[src/rtl/tau_drain.sv]
// Buffers (word_0, word_1) pairs in a DEPTH-deep FIFO and serialises each pair as two out beats.
// First word appears the cycle after a push into an empty FIFO; in_ready drops only when full.
module tau_drain #(
  parameter int WIDTH = 32,
  parameter int DEPTH = 4,
  parameter int CNT_W = 16
) (
  input  logic             clk,
  input  logic             rst,
  input  logic             in_valid,
  output logic             in_ready,
  input  logic [WIDTH-1:0] in_word_0,
  input  logic [WIDTH-1:0] in_word_1,
  output logic             out_valid,
  input  logic             out_ready,
  output logic [WIDTH-1:0] out_data,
  output logic             out_last,
  input  logic             flush,
  output logic [WIDTH-1:0] checksum,
  output logic [CNT_W-1:0] pair_count
);

  localparam int AW    = $clog2(DEPTH);
  localparam int PTR_W = AW + 1;

  localparam logic [1:0] IDLE = 2'd0;
  localparam logic [1:0] W0   = 2'd1;
  localparam logic [1:0] W1   = 2'd2;

  typedef struct packed {
    logic [WIDTH-1:0] word_0;
    logic [WIDTH-1:0] word_1;
  } pair_t;

  pair_t            mem_q [DEPTH];
  pair_t            wr_pair_d;
  pair_t            head;
  logic [PTR_W-1:0] wr_ptr_q, wr_ptr_d;
  logic [PTR_W-1:0] rd_ptr_q, rd_ptr_d;
  logic [1:0]       state_q, state_d;
  logic [WIDTH-1:0] checksum_q, checksum_d;
  logic [CNT_W-1:0] count_q, count_d;
  logic             full;
  logic             push;
  logic             pop;

  // Extra pointer bit distinguishes full from empty when the index bits match.
  assign full     = (wr_ptr_q[AW] != rd_ptr_q[AW]) &&
                    (wr_ptr_q[AW-1:0] == rd_ptr_q[AW-1:0]);
  assign in_ready = !full && !rst;
  assign push     = in_valid && in_ready;
  assign pop      = (state_q == W1) && out_ready;
  assign head     = mem_q[rd_ptr_q[AW-1:0]];

  always_comb begin
    wr_pair_d        = '0;
    wr_pair_d.word_0 = in_word_0;
    wr_pair_d.word_1 = in_word_1;
    wr_ptr_d         = push ? wr_ptr_q + PTR_W'(1) : wr_ptr_q;
    rd_ptr_d         = pop  ? rd_ptr_q + PTR_W'(1) : rd_ptr_q;
  end

  always_comb begin
    state_d = state_q;
    case (state_q)
      IDLE:    if (push) state_d = W0;
      W0:      if (out_ready) state_d = W1;
      W1:      if (out_ready) state_d = (wr_ptr_d != rd_ptr_d) ? W0 : IDLE;
      default: state_d = IDLE;
    endcase
  end

  // A coincident flush overrides the pop-time update.
  always_comb begin
    checksum_d = checksum_q;
    count_d    = count_q;
    if (pop) begin
      checksum_d = checksum_q ^ head.word_0 ^ head.word_1;
      if (count_q != {CNT_W{1'b1}}) count_d = count_q + 1'b1;
    end
    if (flush) begin
      checksum_d = '0;
      count_d    = '0;
    end
  end

  always_comb begin
    out_valid = (state_q != IDLE);
    out_last  = (state_q == W1);
    out_data  = '0;
    if (state_q == W0) out_data = head.word_0;
    if (state_q == W1) out_data = head.word_1;
  end

  assign checksum   = checksum_q;
  assign pair_count = count_q;

  always_ff @(posedge clk or posedge rst) begin
    if (rst) begin
      wr_ptr_q   <= '0;
      rd_ptr_q   <= '0;
      state_q    <= IDLE;
      checksum_q <= '0;
      count_q    <= '0;
    end else begin
      wr_ptr_q   <= wr_ptr_d;
      rd_ptr_q   <= rd_ptr_d;
      state_q    <= state_d;
      checksum_q <= checksum_d;
      count_q    <= count_d;
    end
  end

  // Storage needs no reset: out_data is forced to zero whenever the FIFO is empty.
  always_ff @(posedge clk) begin
    if (push) mem_q[wr_ptr_q[AW-1:0]] <= wr_pair_d;
  end

endmodule

[config.mk]
export PLATFORM = sky130hd
export DESIGN_NAME = tau_drain
export DESIGN_NICKNAME = d
export VERILOG_FILES = /design/src/rtl/tau_drain.sv
export SDC_FILE = /design/constraint.sdc
export NUM_CORES = 1
export LEC_CHECK = 0
export CORE_ASPECT_RATIO = 0.8
export CORE_UTILIZATION = 35
export DETAILED_ROUTE_END_ITERATION = 12
export PLACE_DENSITY_LB_ADDON = 0.05
export SLEW_MARGIN = 30
export SYNTH_ARGS = -nofsm -noshare
export SYNTH_HDL_FRONTEND = slang
export SYNTH_SLANG_ARGS = --single-unit
[constraint.sdc]
create_clock -name clk -period 3.09 [get_ports clk]
set_input_delay 0.618 -clock clk [delete_from_list [all_inputs] [get_ports clk]]
set_output_delay 0.618 -clock clk [all_outputs]
set_load 0.02 [all_outputs]
Word level (Yosys, flattened, before mapping)
Memories as Yosys holds them, arrays and structs flattened.
Index checks and enable logic that the tools add are counted.
Cells by class
  add/sub/neg operators: 3
  eq/ne operators: 9
  mux-type cells: 16
  bitwise logic cells: 2
  reduce and logical (&&, ||, !) cells: 12
Operator list (count)
  $mux W32: 4
  $xor A32 B32 Y32: 2
  $mux W16: 3
  $add A16 B1 Y16 const B: 1
  $ne A16 B16 Y1 const B: 1
  $add A3 B1 Y3 const B: 2
  $mux W2: 3
  $mux W3: 2
  $ne A2 B2 Y1 const B: 3
  $pmux W2 S3: 1
  $reduce_bool A2 Y1: 3
  $logic_and A1 B1 Y1: 4
  $mux W1: 3
  $ne A3 B3 Y1: 1
  $reduce_and A3 Y1: 1
  $eq A2 B1 Y1 const B: 1
  $eq A2 B2 Y1: 1
  $eq A2 B2 Y1 const B: 1
  $logic_not A1 Y1: 2
  $logic_not A2 Y1: 1
  $reduce_and A2 Y1: 1
  $ne A1 B1 Y1: 1
Word-level totals
  register bits: 56
  RAM bits: 256
  bits of input ports: 69
  memories: 1
Memory list
  mem_q: depth 4, bits a word 64, rd ports 1, clocked after Yosys merged registers in 0, write ports 1, line 35  | pair_t mem_q [DEPTH];

Logic depth before layout (Yosys ltp)
  depth after elaboration: 10
  gate-level depth with buffers: 8
  gate-level depth less buffers: 7

Least setup slack after synthesis
No wires, ideal clock.
  kind: reg2reg
  start point: reg rd_ptr_q[0]
  end point: reg state_q[0]
  setup time: 0.129 ns
  arrival time: 3.272 ns
  data required time: 2.961 ns
  setup slack: -0.311 ns
  cell stages (with the launch flop): 9
  buffers on the path: 3
  period minus slack after synthesis: 3.401 ns
  cells stage by stage: dfrtp_1 buf_4 buf_12 buf_12 xnor2_4 a311oi_4 xor2_2 xnor2_1 a31oi_1
Between the ends
  longest elaborated chain between the ends: 10
  elaborated cells on any way between the ends: 14
  those cells by class: 1 x add/sub; 3 x eq/ne; 5 x mux; 5 x reduce/logical
RTL lines
  start: declaration: line 39  | logic [PTR_W-1:0] rd_ptr_q, rd_ptr_d;
  start signal: assignment: line 107  | rd_ptr_q <= rd_ptr_d;
  $eq A2 B2 Y1: line 49  | (wr_ptr_q[AW-1:0] == rd_ptr_q[AW-1:0]);
  $logic_and A1 B1 Y1: line 48  | assign full = (wr_ptr_q[AW] != rd_ptr_q[AW]) &&
  $logic_not A1 Y1: line 50  | assign in_ready = !full && !rst;
  $logic_and A1 B1 Y1: line 50
  $logic_and A1 B1 Y1: line 51  | assign push = in_valid && in_ready;
  $mux W3: line 59  | wr_ptr_d = push ? wr_ptr_q + PTR_W'(1) : wr_ptr_q;
  named net wr_ptr_d[2]: line 38  | logic [PTR_W-1:0] wr_ptr_q, wr_ptr_d;
  $ne A3 B3 Y1: line 68  | W1: if (out_ready) state_d = (wr_ptr_d != rd_ptr_d) ? W0 : IDLE;
  $mux W1: line 68
  $mux W2: line 68
  $pmux W2 S3: line 65  | case (state_q)
  end signal: assignment: line 108  | state_q <= state_d;
  end: declaration: line 40  | logic [1:0] state_q, state_d;
The timed path passes the listed nets, and every way through them passes these cells. The select of a mux whose other input is x is not followed.
A chain may end at the register's enable or synchronous reset.

Worst setup path after layout
  start point: reg rd_ptr_q[0]
  end point: out out_data[22]
Between the ends
  longest elaborated chain between the ends: 3
RTL lines
  $mem_v2 Z4 W64 *
  $mux W32: line 91  | if (state_q == W0) out_data = head.word_0;
  $mux W32 *: line 92  | if (state_q == W1) out_data = head.word_1;
  end: declaration: line 16  | output logic [WIDTH-1:0] out_data,
Every way passes the cells marked *; elsewhere a longest branch is shown, timed or not.

==> metrics <==
Seq/Total Area, Yosys=71.8%; Antenna Nets Post-Route=0; EDFF count, synth=256; die outline height=172 um; Layout area overhead=28.4%; Final Routed Wirelength=30.0 mm; Worst R2R Path Depth=7; die width=215 um; full die area=0.0370 mm2; total negative slack=0 ns; Comb power frac=37.5%; root buf cell=clkbuf_16; vias=7026; Hold Crit Start=flush; GRT Overall Usage=16.2%; CP startpoint kind=flip-flop; # nets final=982; hold depth=2; worst hold path type=primary input to flip-flop; critical path peak fanout=6; maximum clock rate=331 MHz; grt met2 use=28.3%; WS Path Type=flip-flop to output pin; Synth Instances=695; top_reg_cell synth=edfxtp_1; most common cell in the netlist=edfxtp_1; antenna violations before repair=3; synth warn=0; largest net degree at the start of global routing=40; Worst Skew=0.0150 ns; syn avg cell area=18.2 um2; post-synth net total=770; synth unique cells=44; P_leak=5.56 nW; grt peak-use layer=met2; Net Sw Power=4.67 mW; Final Max Tran Viols=0; worst vdd ir=0.443 mV; crit share post-route=97.8%; critical path startpoint=rd_ptr_q[0]; PnR worst setup slack=0.0671 ns; Post-Place Setup Slack=0.332 ns; top cells by area, synth=edfxtp_1 61%, mux4_2 11%, dfrtp_1 11%, xnor2_1 3.7%, a22o_1 2.2%; first-pass GRT wire length=44.6 mm; CTS Buf Count=31; Arrival @ worst endpoint=2.40 ns; Synth area leader=edfxtp_1; DRT iter0 DRCs=480; clk_lat worst skew=0.57 ns; Max-Cap Viols=0; DR DRC count=0; flops & latches, synth=312; Seq pwr share=36.6%; DP HPWL=18.4 mm; Mapped Area=0.0127 mm2; TritonRoute pass-1 iters=4; Worst-path clk slew=0.06 ns; met1 Resource Use GR=21.3%; layout cell share with drive strength beyond 1=23.6%; cts hold-fix bufs=0; pwr/cell area=905 mW/mm2; GR Overflow Total=0; TritonCTS clock tree=built; PortBufs=151; vias per cell=5.00; switching share of power=31.7%; PnR Total Power=14.7 mW; Internal Power=10.0 mW; met3 Use GR=3.06%; H-tree Lvls=1; CP Data Required Time=2.47 ns; Commonest cells post-synth=256 x edfxtp_1, 64 x mux4_2, 56 x dfrtp_1; Initial Util=36.0%; GPL Wtd Cong=0.775; relative slew slack=59.5%; Clock Sinks=312; final count of hold timing violations=0; fraction of registers with async set or reset after synthesis=17.9%; status=completed; routed len/inst=21.3 um; RSZ-0062 raised after global routing=yes; vias in the first global route=7228; final setup vio count=0; Worst setup EP type=output pin; Row Count=61; post-synth top area share=60.7%; Worst Max-Slew Pin Slew=0.605 ns; core area=0.0352 mm2; min Tclk post-route=3.02 ns; Filler cells=3031; CTS max path bufs=3; FF-to-FF Start=rd_ptr_q[1]; Ports=152; clock network fraction of total power=25.9%
## kinds of logic after synthesis
family / Yosys count / share of synthesized area (%)
AND/OR/NAND/NOR: 98 / 4.35
AO/OA/AOI/OAI: 113 / 5.80
flip-flops: 312 / 71.8
adder cells (fa/ha/maj): 6 / 0.593
buffers and inverters: 44 / 1.87
XOR/XNOR: 57 / 4.15
multiplexers: 65 / 11.5
## power by group through the flow
| stage | logic, mW | clock network [mW] | registers (mW) |
|---|---|---|---|
| global placement | 5.32 | 0 | 5.47 |
| detailed placement | 5.34 | 0 | 5.50 |
| global route | 5.94 | 4.08 | 5.43 |
| CTS | 5.44 | 3.92 | 5.39 |
| finish | 5.51 | 3.81 | 5.38 |
| floorplan | 3.39 | 0 | 5.44 |
## routing by layer
layer / wire length [um] / up-vias
li1: - / 3208
met1: 13300 / 3615
met2: 14800 / 159
met3: 1320 / 40
met4: 522 / 4
met5: 31 / -
## state kept, by name, indices dropped and copies added, names as in the netlist
signal and count:
rd_ptr_q 3, pair_count 16, wr_ptr_q 3, mem_q 256, state_q 2, checksum 32
## critical path, cell delays in order, from the launching register on
cell	delay [ns]
dfrtp_4	0.51
buf_6	0.16
buf_12	0.13
buf_4	0.13
mux4_2	0.51
a22o_1	0.24
buf_2	0.15
## path summary, 6_finish.rpt
check                                end  slack [ns]
max in group asynchronous    rd_ptr_q[1]        2.00
hold reg to reg              rd_ptr_q[2]        0.54
min in group asynchronous  pair_count[3]        0.49
setup / recovery            out_data[22]        0.07
hold / removal             pair_count[5]        0.35
setup reg to reg              state_q[0]        0.81
## placed cells by master, fill, tap and decap left out, drive strengths merged, types with 3 or more instances in the layout
| master | instances |
|---|---|
| ha | 6 |
| nor2 | 17 |
| o21ai | 36 |
| mux4 | 64 |
| clkinv | 13 |
| xor2 | 3 |
| nand3 | 5 |
| a21oi | 34 |
| a31oi | 4 |
| a22o | 32 |
| o211ai | 3 |
| buf | 93 |
| dfrtp | 56 |
| clkdlybuf4s50 | 117 |
| dlygate4sd2 | 5 |
| inv | 6 |
| xnor2 | 54 |
| nand4 | 3 |
| nor4 | 7 |
| or3 | 32 |
| bufinv | 4 |
| nor3 | 6 |
| edfxtp | 256 |
| nor3b | 4 |
| nand2 | 8 |
| and2 | 4 |
| clkbuf | 41 |
## stage by stage
stage | utilization (%) | cell area, um2 | instances | hold slack [ns]
after detailed placement | 42.7 | 15000 | 1314 | 0.536
after global routing | 46.2 | 16300 | 1404 | 0.333
after global placement | 42.7 | 15000 | 1314 | 0.530
after floorplan | - | 12700 | 695 | 0.503
final | 46.2 | 16300 | 1404 | 0.346
after CTS | 45.9 | 16100 | 1390 | 0.315
## timing repair
item | CTS | global route
cloned | 0 | 1
pin swaps | 1 | 4
resized for setup | 112 | 15
buffers inserted | 19 | 14
setup endpoints to repair | 33 | 13
## final cells by class
class,count,area [um2],area share (%)
antenna,1,2.50,0.0154
inverter,6,23.8,0.146
tap,472,591,3.63
sequential,312,9100,56.0
clock inverter,17,193,1.19
multi-input combinational,339,3370,20.7
clock buffer,40,840,5.16
timing repair buffer,217,2140,13.2
(Power assumes the default switching activity.)
